<file path="src/rtl/mux_arb_nch.sv">
// -----------------------------------------------------------------------------
// mux_arb_nch
// Registered N-channel, W-bit multiplexer with valid/ready handshakes.
// There are two ways to pick a channel:
//   - explicit select: mode = 0, and the channel comes from sel.
//   - round-robin:     mode = 1, scanning the valid channels from ptr.
// The output is held in a one-deep register, so the block can carry one word
// per cycle.
//
// Ports:
//   clk      - system clock, rising edge
//   reset_n  - asynchronous active-low reset
//   mode     - 0 = explicit select via sel, 1 = round-robin arbitration
//   sel      - channel index used in mode 0
//   d_in     - packed channel data, channel i at [i*WIDTH +: WIDTH]
//   d_valid  - per-channel valid
//   d_ready  - per-channel ready (combinational, at most one bit set)
//   y        - registered output data
//   y_valid  - output register holds a valid word
//   y_ready  - consumer accepts y this cycle
//   y_ch     - channel index that produced y
// -----------------------------------------------------------------------------
module mux_arb_nch #(
    parameter int WIDTH = 32,
    parameter int NCH   = 4,
    parameter int SW    = 2
) (
    input  logic                 clk,
    input  logic                 reset_n,
    input  logic                 mode,
    input  logic [SW-1:0]        sel,
    input  logic [NCH*WIDTH-1:0] d_in,
    input  logic [NCH-1:0]       d_valid,
    output logic [NCH-1:0]       d_ready,
    output logic [WIDTH-1:0]     y,
    output logic                 y_valid,
    input  logic                 y_ready,
    output logic [SW-1:0]        y_ch
);

    localparam int            NSLOT   = 2**SW;
    localparam logic [SW:0]   NCH_EXT = (SW+1)'(NCH);
    localparam logic [SW-1:0] LAST_CH = SW'(NCH-1);

    logic [WIDTH-1:0] y_reg;
    logic             y_valid_reg;
    logic [SW-1:0]    y_ch_reg;
    logic [SW-1:0]    ptr_reg;

    // Pad the channel set out to the full select range. Any SW-bit index then
    // addresses a real slot, and the unused slots always read as not valid.
    logic [NSLOT-1:0] valid_pad;
    logic [WIDTH-1:0] slot_data [NSLOT];

    genvar gi;
    generate
        for (gi = 0; gi < NSLOT; gi++) begin : g_slot
            if (gi < NCH) begin : g_real
                assign valid_pad[gi] = d_valid[gi];
                assign slot_data[gi] = d_in[gi*WIDTH +: WIDTH];
            end else begin : g_pad
                assign valid_pad[gi] = 1'b0;
                assign slot_data[gi] = '0;
            end
        end
    endgenerate

    // Round-robin candidate k is ptr+k. It wraps at NCH, not at 2**SW.
    // The sum is one bit wider than SW, so it cannot overflow before the wrap.
    logic [SW-1:0] rr_cand [NCH];
    logic [NCH-1:0] rr_hit;

    generate
        for (gi = 0; gi < NCH; gi++) begin : g_rr
            logic [SW:0] sum;
            assign sum         = {1'b0, ptr_reg} + (SW+1)'(gi);
            assign rr_cand[gi] = (sum >= NCH_EXT) ? SW'(sum - NCH_EXT) : sum[SW-1:0];
            assign rr_hit[gi]  = valid_pad[rr_cand[gi]];
        end
    endgenerate

    // Priority pick: the lowest offset from ptr wins. The loop scans downward,
    // so the last assignment made is the nearest valid channel.
    logic          rr_found;
    logic [SW-1:0] rr_idx;

    always_comb begin
        rr_found = 1'b0;
        rr_idx   = '0;
        for (int k = NCH - 1; k >= 0; k--) begin
            if (rr_hit[k]) begin
                rr_found = 1'b1;
                rr_idx   = rr_cand[k];
            end
        end
    end

    logic          sel_ok;
    logic          grant_valid;
    logic [SW-1:0] grant_idx;

    assign sel_ok = ({1'b0, sel} < NCH_EXT) && valid_pad[sel];

    always_comb begin
        grant_valid = 1'b0;
        grant_idx   = '0;
        if (mode) begin
            grant_valid = rr_found;
            grant_idx   = rr_idx;
        end else begin
            grant_valid = sel_ok;
            grant_idx   = sel;
        end
    end

    logic load_en;
    logic xfer;

    assign load_en = !y_valid_reg || y_ready;
    // reset_n gates the handshake, so no producer sees ready while reset is held.
    assign xfer    = reset_n && load_en && grant_valid;

    generate
        for (gi = 0; gi < NCH; gi++) begin : g_ready
            assign d_ready[gi] = xfer && (grant_idx == SW'(gi));
        end
    endgenerate

    logic [SW-1:0] ptr_next;
    assign ptr_next = (grant_idx == LAST_CH) ? '0 : grant_idx + SW'(1);

    always_ff @(posedge clk or negedge reset_n) begin
        if (!reset_n) begin
            y_reg       <= '0;
            y_valid_reg <= 1'b0;
            y_ch_reg    <= '0;
            ptr_reg     <= '0;
        end else begin
            if (xfer) begin
                y_reg       <= slot_data[grant_idx];
                y_ch_reg    <= grant_idx;
                y_valid_reg <= 1'b1;
                // The pointer moves only on round-robin grants. An explicit
                // select leaves it where round-robin last left it.
                if (mode) begin
                    ptr_reg <= ptr_next;
                end
            end else if (y_ready) begin
                // The word was consumed and nothing replaced it. Data and
                // channel keep their last values.
                y_valid_reg <= 1'b0;
            end
        end
    end

    assign y       = y_reg;
    assign y_valid = y_valid_reg;
    assign y_ch    = y_ch_reg;

endmodule

</file>
<file path="config.mk">
export PLATFORM = sky130hd
export DESIGN_NAME = mux_arb_nch
export DESIGN_NICKNAME = d
export VERILOG_FILES = /design/src/rtl/mux_arb_nch.sv
export SDC_FILE = /design/constraint.sdc
export NUM_CORES = 1
export LEC_CHECK = 0
export CORE_UTILIZATION = 35
export DETAILED_ROUTE_END_ITERATION = 12
export GPL_TIMING_DRIVEN = 0
export PLACE_DENSITY = 0.87
export SLEW_MARGIN = 0
export SYNTH_ARGS = -nofsm -noshare
export SYNTH_HDL_FRONTEND = slang
export SYNTH_SLANG_ARGS = --single-unit
export TNS_END_PERCENT = 30
</file>
<file path="constraint.sdc">
create_clock -name clk -period 3.3 [get_ports clk]
set_input_delay 0.495 -clock clk [delete_from_list [all_inputs] [get_ports clk]]
set_output_delay 0.495 -clock clk [all_outputs]
set_load 0.005 [all_outputs]
</file>
Word-level counts from Yosys, hierarchy flattened
Index checks and enable logic that the tools add are counted.
{"block": "word_totals", "ff_bits": 37, "inputBits": 138, "output_inout_bits": 39, "elab_cells": 67}
{"block": "op_classes", "addsub": 8, "order_cmp": 10, "n_eq_ne": 3, "mux": 30, "n_bitwise": 1, "reduce_logical": 11}
{"operator": "binary-select mux 32 bit (select 2 bit)", "count": 1}
{"operator": "two-way mux 32 bit", "count": 2}
{"operator": "two-way mux 2 bit", "count": 10}
{"operator": "less-than comparator 2 x 3 -> 1 bit (second input constant)", "count": 5}
{"operator": ">= comparator 3 bit (second input constant)", "count": 4}
{"operator": "two-way mux 1 bit", "count": 12}
{"operator": "binary-select mux 1 bit (select 2 bit)", "count": 5}
{"operator": "subtractor 2 x 1 -> 2 bit (second input constant)", "count": 4}
{"operator": "adder 2 x 2 -> 3 bit (second input constant)", "count": 2}
{"operator": "logical AND 1 bit", "count": 6}
{"operator": "equality test 2 bit (second input constant)", "count": 2}
{"operator": "adder 2 x 1 -> 3 bit (second input constant)", "count": 1}
{"operator": ">= comparator 2 x 3 -> 1 bit (second input constant)", "count": 1}
{"operator": "inverter 2 -> 3 bit", "count": 1}
{"operator": "adder 2 x 1 -> 2 bit (second input constant)", "count": 1}
{"operator": "equality test 2 x 1 -> 1 bit (second input constant)", "count": 1}
{"operator": "logical NOT 2 bit", "count": 1}
{"operator": "AND reduction 2 bit", "count": 1}
{"operator": "nonzero test 2 bit", "count": 1}
{"operator": "logical NOT 1 bit", "count": 1}
{"operator": "logical OR 1 bit", "count": 1}

Depth between registers and ports, before layout
Gate-level depths: netlist (run 1).
{"block": "logic_depth", "word_depth": 14, "ltp_mapped": 8, "depth_no_buf": 6}

Least setup slack after synthesis (run 1)
No wires, ideal clock.
{"block": "synth_path", "path_kind": "input -> register", "startpoint": "input port d_valid[3]", "endpoint": "register y_reg[11] (netlist: y[11])", "setup_ns": 0.128, "arrival_ns": 2.562, "required_time_ns": 3.172, "setup_slack_ns": 0.610, "path_stages": 7, "path_buffers": 2, "path_cell_list": "buf_6 nor4b_1 a211o_1 a221oi_4 buf_6 mux4_2 mux2_1"}
{"block": "synth_between", "elab_chain_len": 11, "word_cells_on_any_way": 25, "classes_between": "mux: 23; bitwise: 1; reduce/logical: 1"}
{"element": "start, declared", "line": "33", "text": "input logic [NCH-1:0] d_valid,"}
{"element": "binary-select mux 1 bit (select 2 bit)", "line": "78", "text": "assign rr_hit[gi] = valid_pad[rr_cand[gi]];"}
{"element": "two-way mux 1 bit (implied by the code)", "line": "78"}
{"element": "two-way mux 2 bit (4 in a row)", "line": "91", "text": "if (rr_hit[k]) begin"}
{"element": "two-way mux 2 bit", "line": "107", "text": "if (mode) begin"}
{"element": "inverter 2 -> 3 bit (implied by the code)", "line": "140", "text": "y_reg <= slot_data[grant_idx];"}
{"element": "binary-select mux 32 bit (select 2 bit)", "line": "140"}
{"element": "two-way mux 32 bit (implied by the code) (2 in a row)", "line": "140"}
{"element": "end signal, assigned", "line": "140"}
{"element": "end, declared", "line": "45", "text": "logic [WIDTH-1:0] y_reg;"}
Several ways; a longest one is shown, not always the timed one. The select of a mux whose other input is x is not followed.
A chain may end at the register's enable or synchronous reset.

Worst setup path after layout (run 1)
{"block": "layout_path", "startpoint": "input port d_valid[3]", "endpoint": "output port d_ready[3]"}
{"block": "layout_between", "elab_chain_len": 9, "word_cells_on_any_way": 23, "classes_between": "eq/ne: 1; mux: 20; reduce/logical: 2"}
{"element": "binary-select mux 1 bit (select 2 bit)", "line": "78"}
{"element": "two-way mux 1 bit (implied by the code)", "line": "78"}
{"element": "two-way mux 2 bit or two-way mux 1 bit (tied branches) (4 in a row)", "line": "91"}
{"element": "two-way mux 2 bit or two-way mux 1 bit (tied branches)", "line": "107"}
{"element": "equality test 2 bit or logical AND 1 bit (tied branches)", "line": "125, 121"}
{"element": "logical AND 1 bit (*)", "line": "125", "text": "assign d_ready[gi] = xfer && (grant_idx == SW'(gi));"}
{"element": "end, declared", "line": "34", "text": "output logic [NCH-1:0] d_ready,"}
Mark *: on every way between the ends. The rest lies on a longest branch, timed or not. The select of a mux whose other input is x is not followed.

==> impl_table.tex, run 1 <==
\begin{tabular}{lr}
\hline
Metric & Value \\
\hline
\multicolumn{2}{l}{\textbf{Setup path}} \\
\quad Minimum setup slack among reg-to-reg paths & about 0.54 ns \\
\quad Worst path arrival time & $\sim$2.7 ns \\
\quad Startpoint type of the worst setup path & input pin \\
\quad Crit Path Category & in2out \\
\quad Required time of the critical path & between 2 and 3 ns \\
\quad Worst path max stage delay & 0.46 ns \\
\quad Master of the slowest instance on the critical path & sky130\_fd\_sc\_hd\_\_clkdlybuf4s50\_1 \\
\quad Worst flop-to-flop path startpoint & ptr\_reg[1] \\
\quad Top fanout value on the critical path & 10 \\
\quad Category of the worst setup path capture point & primary output \\
\quad Cell-by-cell trace of the critical path & clkdlybuf4s50\_1, buf\_6, nor4b\_1, a211o\_1, a221oi\_4, buf\_6, inv\_2, and3\_1, clkdlybuf4s50\_1 \\
\quad Reg-to-Reg End & y[9] \\
\quad Worst r2r path cells & 8 \\
\multicolumn{2}{l}{\textbf{Route}} \\
\quad Initial detailed-routing violation count & 16 \\
\quad Total routed wirelength & $\sim$7800 um \\
\quad Number of optimization iterations in the first detailed-route pass & 4 \\
\quad Via-to-Cell Ratio & 5.12 \\
\quad Number of vias in the routed layout & about 2,300 \\
\quad Drt drc & 0 \\
\quad Number of routed nets with antenna violations & 0 \\
\quad WL per Instance & between 15 and 20 um \\
\multicolumn{2}{l}{\textbf{Clock tree}} \\
\quad Clock transition at the registers of the reported paths & around 0.070 ns \\
\quad Clk\_lat worst skew & around 0.28 ns \\
\quad CTS H-tree lvls & 2 \\
\quad Clk sink count & 37 \\
\quad Maximum root-to-sink buffer count & 2 \\
\quad Library cell used as clock root buffer & sky130\_fd\_sc\_hd\_\_clkbuf\_8 \\
\quad Number of CTS-inserted buffers & 5 \\
\quad TritonCTS clock tree & done \\
\multicolumn{2}{l}{\textbf{Synth}} \\
\quad Main combinational cell family by area after synthesis & multiplexers \\
\quad Simple-gate portion of the synthesized area & under 10\% \\
\quad Gate count of the mapped netlist & approximately 170 \\
\quad Adder-cell share of the synthesized area & less than 1\% \\
\quad Share of the synthesized area in compound gates (AO/OA/AOI/OAI) & between 5 and 6\% \\
\quad Syn avg cell area & roughly 15 um2 \\
\quad EDFF count, synth & 0 \\
\quad Post-synthesis async set-or-reset flop share & between 90\% and 100\% \\
\quad Sequential cell area fraction in the yosys report & 37.2\% \\
\quad XOR/XNOR share of the synthesized area & 0\% \\
\quad Multiplexer fraction of the synthesized cell area & a little under half \\
\quad Synthesized netlist net count & between 300 and 400 \\
\quad Prevailing post-synth register cell & sky130\_fd\_sc\_hd\_\_dfrtp\_1 \\
\quad Seq cells post-synth & 37 \\
\quad Number of distinct library cells after synthesis & 37 \\
\quad Warnings from Yosys & 0 \\
\quad Area of the mapped netlist & about 2500 um2 \\
\multicolumn{2}{l}{\textbf{Power}} \\
\quad Power density of the placed cells & 527 nW/um2 \\
\quad IR Drop Worst-Case VDD & around 0.26 mV \\
\quad Cell leakage power & 1.82 nW \\
\quad Overall power after layout & between 2 and 2.5 mW \\
\multicolumn{2}{l}{\textbf{STA}} \\
\quad Max-slew violation count & 0 \\
\quad Post-route setup TNS & 0 ns \\
\quad Worst Max-Slew Pin Slew & about 0.54 ns \\
\quad Peak clock frequency supported by timing & 318 MHz \\
\quad Minimum clock period & 3.14 ns \\
\quad RSZ-0062 raised after global routing & no \\
\quad Post-route setup slack & between 0.15 and 0.2 ns \\
\quad Crit share post-route & 95.2\% \\
\quad Setup-violating endpoint count in the final report & 0 \\
\quad Final number of hold-violating endpoints & 0 \\
\quad Relative slew slack & around 64\% \\
\quad Worst clock skew & around 0.012 ns \\
\multicolumn{2}{l}{\textbf{Flow run}} \\
\quad Number of maximum-capacitance violations & 0 \\
\multicolumn{2}{l}{\textbf{Floorplanning}} \\
\quad Core region area & 6830 um2 \\
\quad Effective utilization at floorplan & a little over a third \\
\quad Number of I/O pins & 177 \\
\quad Cell row count & 30 \\
\quad Full die area & 7460 um2 \\
\quad Die height & around 86 um \\
\quad Chip Width & approximately 86 um \\
\multicolumn{2}{l}{\textbf{Place}} \\
\quad Detailed Place HPWL & $\sim$6300 um \\
\quad Area after detailed placement & roughly 4400 um2 \\
\quad Port-buffer cells & approximately 180 \\
\quad Worst slack, placed & -0.996 ns \\
\quad Routability-driven placement congestion ratio & $\sim$0.75 \\
\multicolumn{2}{l}{\textbf{Layout}} \\
\quad Max FFs per register & 32 \\
\quad Fraction of layout instances using a drive strength above 1 & 19.0\% \\
\quad Total inserted antenna cells & 0 \\
\quad Multi-input gate area in the final layout & 1470 um2 \\
\quad Util after Layout & between 60 and 70\% \\
\quad Sequential cell area in the final layout & between 900 and 1000 um2 \\
\quad Highest-count cells in the layout ignoring fill and taps & sky130\_fd\_sc\_hd\_\_clkdlybuf4s50\_1 (168), sky130\_fd\_sc\_hd\_\_dfrtp\_1 (37), sky130\_fd\_sc\_hd\_\_mux4\_2 (29) \\
\quad Post-route cell area & 4510 um2 \\
\quad Leading cell type in the layout, fill and taps excluded & sky130\_fd\_sc\_hd\_\_clkdlybuf4s50\_1 \\
\quad Count of nets after finishing & between 400 and 500 \\
\quad Post-synthesis to final-layout area growth & 81.0\% \\
\quad Filler cells & 537 \\
\multicolumn{2}{l}{\textbf{GRT}} \\
\quad Maximum number of pins on one net before global-route repair & 39 \\
\quad Number of antenna violations at the first check in global routing & 0 \\
\quad Overflow left after global routing & 0 \\
\quad Number of global-route vias before repair & 2,486 \\
\quad Overall Global Routing Usage & around a fifth \\
\quad Global-route wire length before repair & 12,100 um \\
\multicolumn{2}{l}{\textbf{Worst hold path}} \\
\quad Class of the tightest hold or removal check & in2async \\
\multicolumn{2}{l}{\textbf{Status}} \\
\quad Status & completed \\
\hline
\end{tabular}
==> stage by stage <==
step / cells / hold slack (ns)
global placement: 438 / 0.467
global route: 449 / 0.251
detailed placement: 438 / 0.474
CTS: 449 / 0.354
floorplan: 167 / 0.199
finish: 449 / 0.223
==> power by group <==
part	total, mW	internal, mW	switching (mW)
clock	0.297	0.150	0.147
combinational	1.32	0.872	0.444
sequential	0.764	0.659	0.105
==> cell usage after synthesis (all sizes together) (2+ instances only) <==
cell type  instances  share of area [%]
nor2               3               0.45
buf               12                3.5
dfrtp             37                 37
a31oi              3               0.75
o21ai              2               0.40
clkbuf             3               0.45
inv                5               0.75
a21oi              3               0.60
o221ai             2               0.70
nor2b              2               0.50
mux4              33                 30
mux2              33                 15
nand2b             3               0.75
nand2              2               0.30
and3               7                1.8
==> final cells by class <==
class                   instances  share of cell area [%]
well taps                      96                    2.67
inverters                       5                   0.416
repair buffers                180                    39.8
flip-flops and latches         37                    20.5
plain buffers                  13                    2.17
multi-input cells             110                    32.6
clock buffers                   8                    1.78
==> critical path, delay by kind of cell <==
kind | cells | cell delay, ns
AO/OA/AOI/OAI | 2 | 0.60
AND/OR/NAND/NOR | 2 | 0.30
buffers and inverters | 5 | 1.23
==> cell families after synthesis <==
| logic type | after synthesis |
|---|---|
| compound gates | 18 |
| fa+ha+maj | 1 |
| buf+inv | 20 |
| flops | 37 |
| mux | 67 |
| simple gates | 24 |
==> timing repair <==
action,in CTS,in global routing
hold buffers,0,0
resized for setup,8,7
pin swaps,3,1
buffers inserted,5,0
setup endpoints to repair,31,4
==> how the worst max path moves through the flow <==
stage	slack, ns	endpoint	start
after floorplan	0.61	y[11]	d_valid[3]
after global placement	-1.48	d_ready[0]	reset_n
after detailed placement	-1.0	d_ready[1]	d_valid[3]
after CTS	0.006	d_ready[1]	d_valid[3]
after global routing	0.08	d_ready[3]	d_valid[3]
final	0.16	d_ready[3]	d_valid[3]
==> per-layer routing <==
layer | share of wire (%) | up-vias | track usage [%]
met3 | 9.6 | 6 | 6.57
li1 | - | 1048 | -
met5 | 0 | - | 0
met1 | 36 | 1123 | 23.8
met2 | 53 | 123 | 39.2
met4 | 0.80 | 0 | 3.64
Power figures use the tool's default switching activity.
==> run 2: changes to the inputs <==
Settings changed: CORE_MARGIN set to 3.
==> run 2 against run 1 <==
Net effect:
- worst hold slack lost 0.021 ns
- combinational power is essentially flat
- via count shrank 1.2%
- worst setup slack lost 0.11 ns
- die area grew 9.5%
- clock-buffer cell count shrank 3
- sequential power shrank 1%
- critical path type unchanged
- critical endpoint is now d_ready[2]
- largest cell class unchanged
==> impl_table.tex, run 2 (synthesis gave the netlist of run 1 again) <==
\begin{tabular}{lr}
\hline
Metric & Value \\
\hline
\multicolumn{2}{l}{\textbf{Status}} \\
\quad Status & completed (unchanged) \\
\multicolumn{2}{l}{\textbf{Route}} \\
\quad Via-to-Cell Ratio & 5.06 (was 5.12) \\
\quad WL per Instance & 17.6 um (was 17.4 um) \\
\quad Number of vias in the routed layout & 2,273 (was 2,300) \\
\quad Number of optimization iterations in the first detailed-route pass & 4 (unchanged) \\
\quad Total routed wirelength & 7890 um (was 7830 um) \\
\quad Initial detailed-routing violation count & 23 (was 16) \\
\quad Drt drc & 0 (unchanged) \\
\quad Number of routed nets with antenna violations & 0 (unchanged) \\
\multicolumn{2}{l}{\textbf{STA}} \\
\quad Max-slew violation count & 0 (unchanged) \\
\quad Post-route setup slack & 0.0491 ns (was 0.158 ns) \\
\quad Relative slew slack & 65.2\% (was 64.1\%) \\
\quad Worst clock skew & 0.00736 ns (was 0.0122 ns) \\
\quad Peak clock frequency supported by timing & 308 MHz (was 318 MHz) \\
\quad Post-Route Hold Slack & 0.202 ns (was 0.223 ns) \\
\quad Final number of hold-violating endpoints & 0 (unchanged) \\
\quad RSZ-0062 raised after global routing & yes (was no) \\
\quad Minimum clock period & 3.25 ns (was 3.14 ns) \\
\quad Setup-violating endpoint count in the final report & 0 (unchanged) \\
\quad Worst Max-Slew Pin Slew & 0.522 ns (was 0.538 ns) \\
\quad Crit share post-route & 98.5\% (was 95.2\%) \\
\multicolumn{2}{l}{\textbf{Place}} \\
\quad Detailed Place HPWL & 6430 um (was 6300 um) \\
\quad Routability-driven placement congestion ratio & 0.831 (was 0.749) \\
\quad Port-buffer cells & 175 (unchanged) \\
\quad Worst slack, placed & -1.00 ns (was -0.996 ns) \\
\quad Number of cells after detailed placement & 438 (unchanged) \\
\multicolumn{2}{l}{\textbf{Setup path}} \\
\quad Startpoint type of the worst setup path & input pin (unchanged) \\
\quad Category of the worst setup path capture point & primary output (unchanged) \\
\quad Worst path max stage delay & 0.51 ns (was 0.46 ns) \\
\quad Cell-by-cell trace of the critical path & clkdlybuf4s50\_1, buf\_6, nor4b\_1, a211o\_1, a221oi\_4, buf\_6, buf\_4, and3\_1, clkdlybuf4s50\_1 (was clkdlybuf4s50\_1, buf\_6, nor4b\_1, a211o\_1, a221oi\_4, buf\_6, inv\_2, and3\_1, clkdlybuf4s50\_1) \\
\quad Start point of the critical path & d\_valid[3] (unchanged) \\
\quad Worst path arrival time & 2.76 ns (was 2.65 ns) \\
\quad Top fanout value on the critical path & 10 (unchanged) \\
\quad Crit Path Category & in2out (unchanged) \\
\quad Master of the slowest instance on the critical path & sky130\_fd\_sc\_hd\_\_clkdlybuf4s50\_1 (unchanged) \\
\quad Worst flop-to-flop path startpoint & ptr\_reg[1] (unchanged) \\
\quad Required time of the critical path & 2.80 ns (about the same) \\
\multicolumn{2}{l}{\textbf{GRT}} \\
\quad Overall Global Routing Usage & 19.6\% (was 21.0\%) \\
\quad Maximum number of pins on one net before global-route repair & 39 (unchanged) \\
\quad Global-route wire length before repair & 12,800 um (was 12,100 um) \\
\quad Overflow left after global routing & 0 (unchanged) \\
\quad Number of antenna violations at the first check in global routing & 0 (unchanged) \\
\quad Number of global-route vias before repair & 2,546 (was 2,486) \\
\multicolumn{2}{l}{\textbf{Layout}} \\
\quad Leading cell type in the layout, fill and taps excluded & sky130\_fd\_sc\_hd\_\_clkdlybuf4s50\_1 (unchanged) \\
\quad Fraction of layout instances using a drive strength above 1 & 19.5\% (was 19.0\%) \\
\quad Filler-free cell count of the finished design & 449 (unchanged) \\
\quad Highest-count cells in the layout ignoring fill and taps & sky130\_fd\_sc\_hd\_\_clkdlybuf4s50\_1 (170), sky130\_fd\_sc\_hd\_\_dfrtp\_1 (37), sky130\_fd\_sc\_hd\_\_mux4\_2 (29) (was sky130\_fd\_sc\_hd\_\_clkdlybuf4s50\_1 (168), sky130\_fd\_sc\_hd\_\_dfrtp\_1 (37), sky130\_fd\_sc\_hd\_\_mux4\_2 (29)) \\
\quad Count of nets after finishing & 492 (was 491) \\
\quad Max FFs per register & 32 (unchanged) \\
\quad Total inserted antenna cells & 0 (unchanged) \\
\quad Sequential cell area in the final layout & 926 um2 (unchanged) \\
\quad Filler cells & 521 (was 537) \\
\quad Multi-input gate area in the final layout & 1460 um2 (was 1470 um2) \\
\quad Post-synthesis to final-layout area growth & 81.5\% (was 81.0\%) \\
\multicolumn{2}{l}{\textbf{Flow run}} \\
\quad Number of maximum-capacitance violations & 0 (unchanged) \\
\multicolumn{2}{l}{\textbf{Worst hold path}} \\
\quad Class of the tightest hold or removal check & in2async (unchanged) \\
\multicolumn{2}{l}{\textbf{Clock tree}} \\
\quad Number of CTS-inserted buffers & 5 (unchanged) \\
\quad Clock transition at the registers of the reported paths & 0.07 ns (about the same) \\
\quad TritonCTS clock tree & done (unchanged) \\
\quad Clk\_lat worst skew & 0.28 ns (about the same) \\
\quad Library cell used as clock root buffer & sky130\_fd\_sc\_hd\_\_clkbuf\_8 (unchanged) \\
\quad Clk sink count & 37 (unchanged) \\
\quad CTS H-tree lvls & 2 (unchanged) \\
\quad Quantity of hold-fixing buffers added after cts & 0 (unchanged) \\
\quad Maximum root-to-sink buffer count & 2 (unchanged) \\
\multicolumn{2}{l}{\textbf{Floorplanning}} \\
\quad Chip Width & 90.3 um (was 86.3 um) \\
\quad Die height & 90.3 um (was 86.3 um) \\
\quad Full die area & 8160 um2 (was 7460 um2) \\
\quad Number of I/O pins & 177 (unchanged) \\
\quad Effective utilization at floorplan & 36.4\% (unchanged) \\
\quad Cell row count & 30 (unchanged) \\
\quad Core region area & 6830 um2 (unchanged) \\
\multicolumn{2}{l}{\textbf{Power}} \\
\quad IR Drop Worst-Case VDD & 0.282 mV (was 0.259 mV) \\
\quad Power density of the placed cells & 541 nW/um2 (was 527 nW/um2) \\
\quad Cell leakage power & 1.78 nW (was 1.82 nW) \\
\hline
\end{tabular}
==> run 2: timing repair <==
item	4_1_cts	5_1_grt
pin swaps	3	0
buffers inserted	6	0
cloned	0	0
endpoints found under the setup margin	32	3
resized for setup	9	3
==> run 2: worst max-delay path, delay by kind of cell <==
kind                   cells  cell delay [ns]
AO/OA/AOI/OAI              2             0.63
buffers and inverters      5             1.36
AND/OR/NAND/NOR            2             0.28
==> run 2: path summary, 6_finish.rpt <==
| check | to | cells past startpoint | slack [ns] |
|---|---|---|---|
| min | y[15] | 1 | 0.20 |
| max reg2reg | y[17] | 8 | 0.55 |
| min reg2reg | y[8] | 1 | 0.49 |
| max in group asynchronous | y_valid | 1 | 2.73 |
| min in group clk | y[8] | 1 | 0.49 |
| max | d_ready[2] | 9 | 0.05 |
==> run 2: area by class of cell <==
| type | count | area share (%) |
|---|---|---|
| Clock buffer | 5 | 1.52 |
| Tap cell | 96 | 2.66 |
| Buffer | 13 | 2.16 |
| Inverter | 5 | 0.415 |
| Clock inverter | 2 | 0.775 |
| Timing Repair Buffer | 181 | 39.6 |
| Multi-Input combinational cell | 110 | 32.4 |
| Sequential cell | 37 | 20.5 |
==> run 2: per-stage QoR <==
stage / power (mW) / util, % / area, um2 / setup TNS [ns]
after floorplan: 1.34 / - / 2490 / 0
after global placement: 2.02 / 63.8 / 4360 / -28.41
final: 2.45 / 66.2 / 4520 / 0
after detailed placement: 2.06 / 63.8 / 4360 / -14.81
after CTS: 2.48 / 66.1 / 4510 / 0
after global routing: 2.60 / 66.2 / 4520 / -0.0945
==> run 2: report_power, final <==
part           internal [mW]  total (mW)  switching (mW)
clock                  0.220       0.374           0.154
combinational          0.875        1.32           0.441
sequential             0.658       0.756          0.0978
==> run 2: per-layer routing <==
layer / global-route usage (%) / up-vias / part of all wire (%)
li1: - / 1044 / -
met1: 20.7 / 1091 / 36
met2: 35.4 / 125 / 52
met3: 7.42 / 13 / 10
met4: 6.76 / 0 / 2.1
met5: 0 / - / 0
==> run 3: changes to the inputs <==
Settings changed: CORE_UTILIZATION 35 to 32, PLACE_DENSITY 0.87 to 0.84.
Clock period 3.3 ns to 2.8 ns, I/O delays scaled along.
==> run 3 against run 2 <==
Net effect:
- global-route usage shrank 1.3 points
- die area is 8.7% higher
- largest power group unchanged
- critical path type is now reg2out
- clock skew shrank 0.00062 ns
==> impl_table.tex, run 3 (synthesis gave the netlist of run 1 again) <==
\begin{tabular}{lr}
\hline
Metric & Value \\
\hline
\multicolumn{2}{l}{\textbf{Status}} \\
\quad Status & completed (unchanged) \\
\multicolumn{2}{l}{\textbf{STA}} \\
\quad Minimum clock period & approximately 2.7 ns \\
\quad Crit share post-route & a little over nine tenths \\
\quad Post-route setup TNS & 0 ns (unchanged) \\
\quad RSZ-0062 raised after global routing & yes (unchanged) \\
\quad Peak clock frequency supported by timing & between 300 and 400 MHz \\
\quad Relative slew slack & 67.1\% (was 65.2\%) \\
\quad Setup-violating endpoint count in the final report & 0 (unchanged) \\
\quad Worst clock skew & 0.00674 ns (was 0.00736 ns) \\
\quad Final number of hold-violating endpoints & 0 (unchanged) \\
\quad Post-route setup slack & 0.0712 ns (was 0.0491 ns) \\
\quad Max-slew violation count & 0 (unchanged) \\
\quad Worst Max-Slew Pin Slew & 0.494 ns (was 0.522 ns) \\
\quad Post-Route Hold Slack & 0.0989 ns (was 0.202 ns) \\
\multicolumn{2}{l}{\textbf{Place}} \\
\quad Worst slack, placed & -1.38 ns (was -1.00 ns) \\
\quad Port-buffer cells & 175 (unchanged) \\
\quad Detailed Place HPWL & 6630 um (was 6430 um) \\
\quad Number of cells after detailed placement & 441 (was 438) \\
\quad Routability-driven placement congestion ratio & 0.821 (was 0.831) \\
\quad Area after detailed placement & 4360 um2 (about the same) \\
\multicolumn{2}{l}{\textbf{Route}} \\
\quad Drt drc & 0 (unchanged) \\
\quad Number of routed nets with antenna violations & 0 (unchanged) \\
\quad Met2 wirelength from detailed routing & 4420 um (was 4090 um) \\
\quad Routed length on met1 & 2800 um (was 2820 um) \\
\quad Via-to-Cell Ratio & 5.05 (was 5.06) \\
\quad Initial detailed-routing violation count & 23 (unchanged) \\
\quad Highest metal layer used by the detailed router & met4 (unchanged) \\
\quad Number of vias in the routed layout & 2,307 (was 2,273) \\
\quad Total routed wirelength & 8240 um (was 7890 um) \\
\quad Number of optimization iterations in the first detailed-route pass & 4 (unchanged) \\
\quad Total met3 wirelength after detailed routing & 898 um (was 817 um) \\
\quad WL per Instance & 18.0 um (was 17.6 um) \\
\multicolumn{2}{l}{\textbf{Clock tree}} \\
\quad Clk sink count & 37 (unchanged) \\
\quad Maximum root-to-sink buffer count & 2 (unchanged) \\
\quad Clk\_lat worst skew & 0.28 ns (about the same) \\
\quad Clock transition at the registers of the reported paths & 0.07 ns (about the same) \\
\quad Number of CTS-inserted buffers & 5 (unchanged) \\
\quad Quantity of hold-fixing buffers added after cts & 0 (unchanged) \\
\quad Library cell used as clock root buffer & sky130\_fd\_sc\_hd\_\_clkbuf\_8 (unchanged) \\
\quad TritonCTS clock tree & done (unchanged) \\
\quad CTS H-tree lvls & 2 (unchanged) \\
\multicolumn{2}{l}{\textbf{Floorplanning}} \\
\quad Number of I/O pins & 177 (unchanged) \\
\quad Effective utilization at floorplan & 33.6\% (was 36.4\%) \\
\quad Core region area & 7410 um2 (was 6830 um2) \\
\quad Chip Width & 94.2 um (was 90.3 um) \\
\quad Full die area & 8880 um2 (was 8160 um2) \\
\quad Die height & 94.2 um (was 90.3 um) \\
\quad Cell row count & 31 (was 30) \\
\multicolumn{2}{l}{\textbf{Layout}} \\
\quad Highest-count cells in the layout ignoring fill and taps & sky130\_fd\_sc\_hd\_\_clkdlybuf4s50\_1 (165), sky130\_fd\_sc\_hd\_\_dfrtp\_1 (36), sky130\_fd\_sc\_hd\_\_mux4\_2 (29) (was sky130\_fd\_sc\_hd\_\_clkdlybuf4s50\_1 (170), sky130\_fd\_sc\_hd\_\_dfrtp\_1 (37), sky130\_fd\_sc\_hd\_\_mux4\_2 (29)) \\
\quad Post-synthesis to final-layout area growth & 82.9\% (was 81.5\%) \\
\quad Total inserted antenna cells & 0 (unchanged) \\
\quad Fraction of layout instances using a drive strength above 1 & 22.1\% (was 19.5\%) \\
\quad Filler cells & 608 (was 521) \\
\quad Post-route cell area & 4550 um2 (was 4520 um2) \\
\quad Filler-free cell count of the finished design & 457 (was 449) \\
\quad Max FFs per register & 32 (unchanged) \\
\quad Leading cell type in the layout, fill and taps excluded & sky130\_fd\_sc\_hd\_\_clkdlybuf4s50\_1 (unchanged) \\
\quad Count of nets after finishing & 496 (was 492) \\
\multicolumn{2}{l}{\textbf{Setup path}} \\
\quad Master of the slowest instance on the critical path & sky130\_fd\_sc\_hd\_\_a2111oi\_1 (was sky130\_fd\_sc\_hd\_\_clkdlybuf4s50\_1) \\
\quad Top fanout value on the critical path & 10 (unchanged) \\
\quad Category of cells accounting for the largest share of critical-path delay & compound AO/OA/AOI/OAI gates (was buffers and inverters) \\
\quad Cell-by-cell trace of the critical path & buf\_4, a2111oi\_1, o221ai\_1, and2\_4, clkbuf\_8, and3\_1, dlygate4sd2\_1 (was clkdlybuf4s50\_1, buf\_6, nor4b\_1, a211o\_1, a221oi\_4, buf\_6, buf\_4, and3\_1, clkdlybuf4s50\_1) \\
\quad Required time of the critical path & 2.38 ns (was 2.80 ns) \\
\quad Category of the worst setup path capture point & primary output (unchanged) \\
\quad Worst path arrival time & 2.31 ns (was 2.76 ns) \\
\quad Combined buffer and inverter count along the critical path & 3 (was 5) \\
\quad Worst path max stage delay & 0.42 ns (was 0.51 ns) \\
\quad Startpoint type of the worst setup path & flip-flop (was input pin) \\
\quad Crit Path Category & reg2out (was in2out) \\
\quad Minimum setup slack among reg-to-reg paths & 0.17 ns (was 0.55 ns) \\
\multicolumn{2}{l}{\textbf{GRT}} \\
\quad Global-route wire length before repair & 12,500 um (was 12,800 um) \\
\quad Number of global-route vias before repair & 2,494 (was 2,546) \\
\quad Overall Global Routing Usage & 18.2\% (was 19.6\%) \\
\quad Maximum number of pins on one net before global-route repair & 39 (unchanged) \\
\quad Number of antenna violations at the first check in global routing & 0 (unchanged) \\
\quad Overflow left after global routing & 0 (unchanged) \\
\multicolumn{2}{l}{\textbf{Power}} \\
\quad Cell leakage power & 1.81 nW (was 1.78 nW) \\
\quad IR Drop Worst-Case VDD & 0.383 mV (was 0.282 mV) \\
\quad Power density of the placed cells & 646 nW/um2 (was 541 nW/um2) \\
\multicolumn{2}{l}{\textbf{Flow run}} \\
\quad Number of maximum-capacitance violations & 0 (unchanged) \\
\multicolumn{2}{l}{\textbf{Worst hold path}} \\
\quad Class of the tightest hold or removal check & in2async (unchanged) \\
\hline
\end{tabular}
-- run 3: cell count changes in the layout (fill, tap and decap cells not counted), sizes merged --
cell | previous run | this run
clkdlybuf4s50 | 170 | 165
buf | 18 | 22
clkbuf | 7 | 14
clkinv | 1 | 0
-- run 3: through the flow --
| stage | util (%) | power, mW |
|---|---|---|
| finish | 61.5 | 2.94 |
| global placement | 58.9 | 2.38 |
| global route | 61.5 | 3.13 |
| detailed placement | 58.9 | 2.44 |
| floorplan | - | 1.58 |
| CTS | 61.5 | 2.97 |
-- run 3: cell type report --
class	instances	area (um2)	share of cell area (%)
repair buffers	185	1800	39.5
inverters	5	18.8	0.412
multi-input cells	110	1460	32.1
clock buffers	7	86.3	1.90
clock inverters	1	30.0	0.659
flip-flops and latches	37	927	20.4
plain buffers	13	106	2.34
well taps	99	124	2.72
-- run 3: worst register-to-register path, delay by kind of cell (launching register included) --
family	cells	cell delay, ns
muxes	2	0.84
buffers and inverters	2	0.40
AOI/OAI and AO/OA	2	0.66
and+or+nand+nor	1	0.15
DFF	1	0.47
-- run 3: metal layers --
metal,vias to the layer above,track usage [%]
met5,-,0
met4,0,5.17
met3,8,6.73
met2,115,34.4
met1,1128,18.6
li1,1056,-
-- run 3: timing repair --
action / CTS / global route
endpoints found under the setup margin: 38 / 15
gates cloned: 0 / 0
pin swaps: 6 / 0
gates resized for setup: 22 / 9
buffers inserted: 8 / 2
-- run 3: report_power, final --
group | total, mW | internal, mW | switching (mW)
Clock | 0.481 | 0.291 | 0.190
Combinational | 1.56 | 1.05 | 0.514
Sequential | 0.904 | 0.777 | 0.128
-- run 3: path summary, 6_finish.rpt --
| check | to | depth (start not counted) | start |
|---|---|---|---|
| max in group asynchronous | ptr_reg[1] | 1 | reset_n |
| worst max register to register | y[19] | 7 | ptr_reg[1] |
| worst min register to register | y[16] | 1 | y[16] |
| worst min-delay path | y[16] | 1 | reset_n |
| worst max-delay path | d_ready[3] | 7 | ptr_reg[0] |
| min in group clk | y[16] | 1 | y[16] |
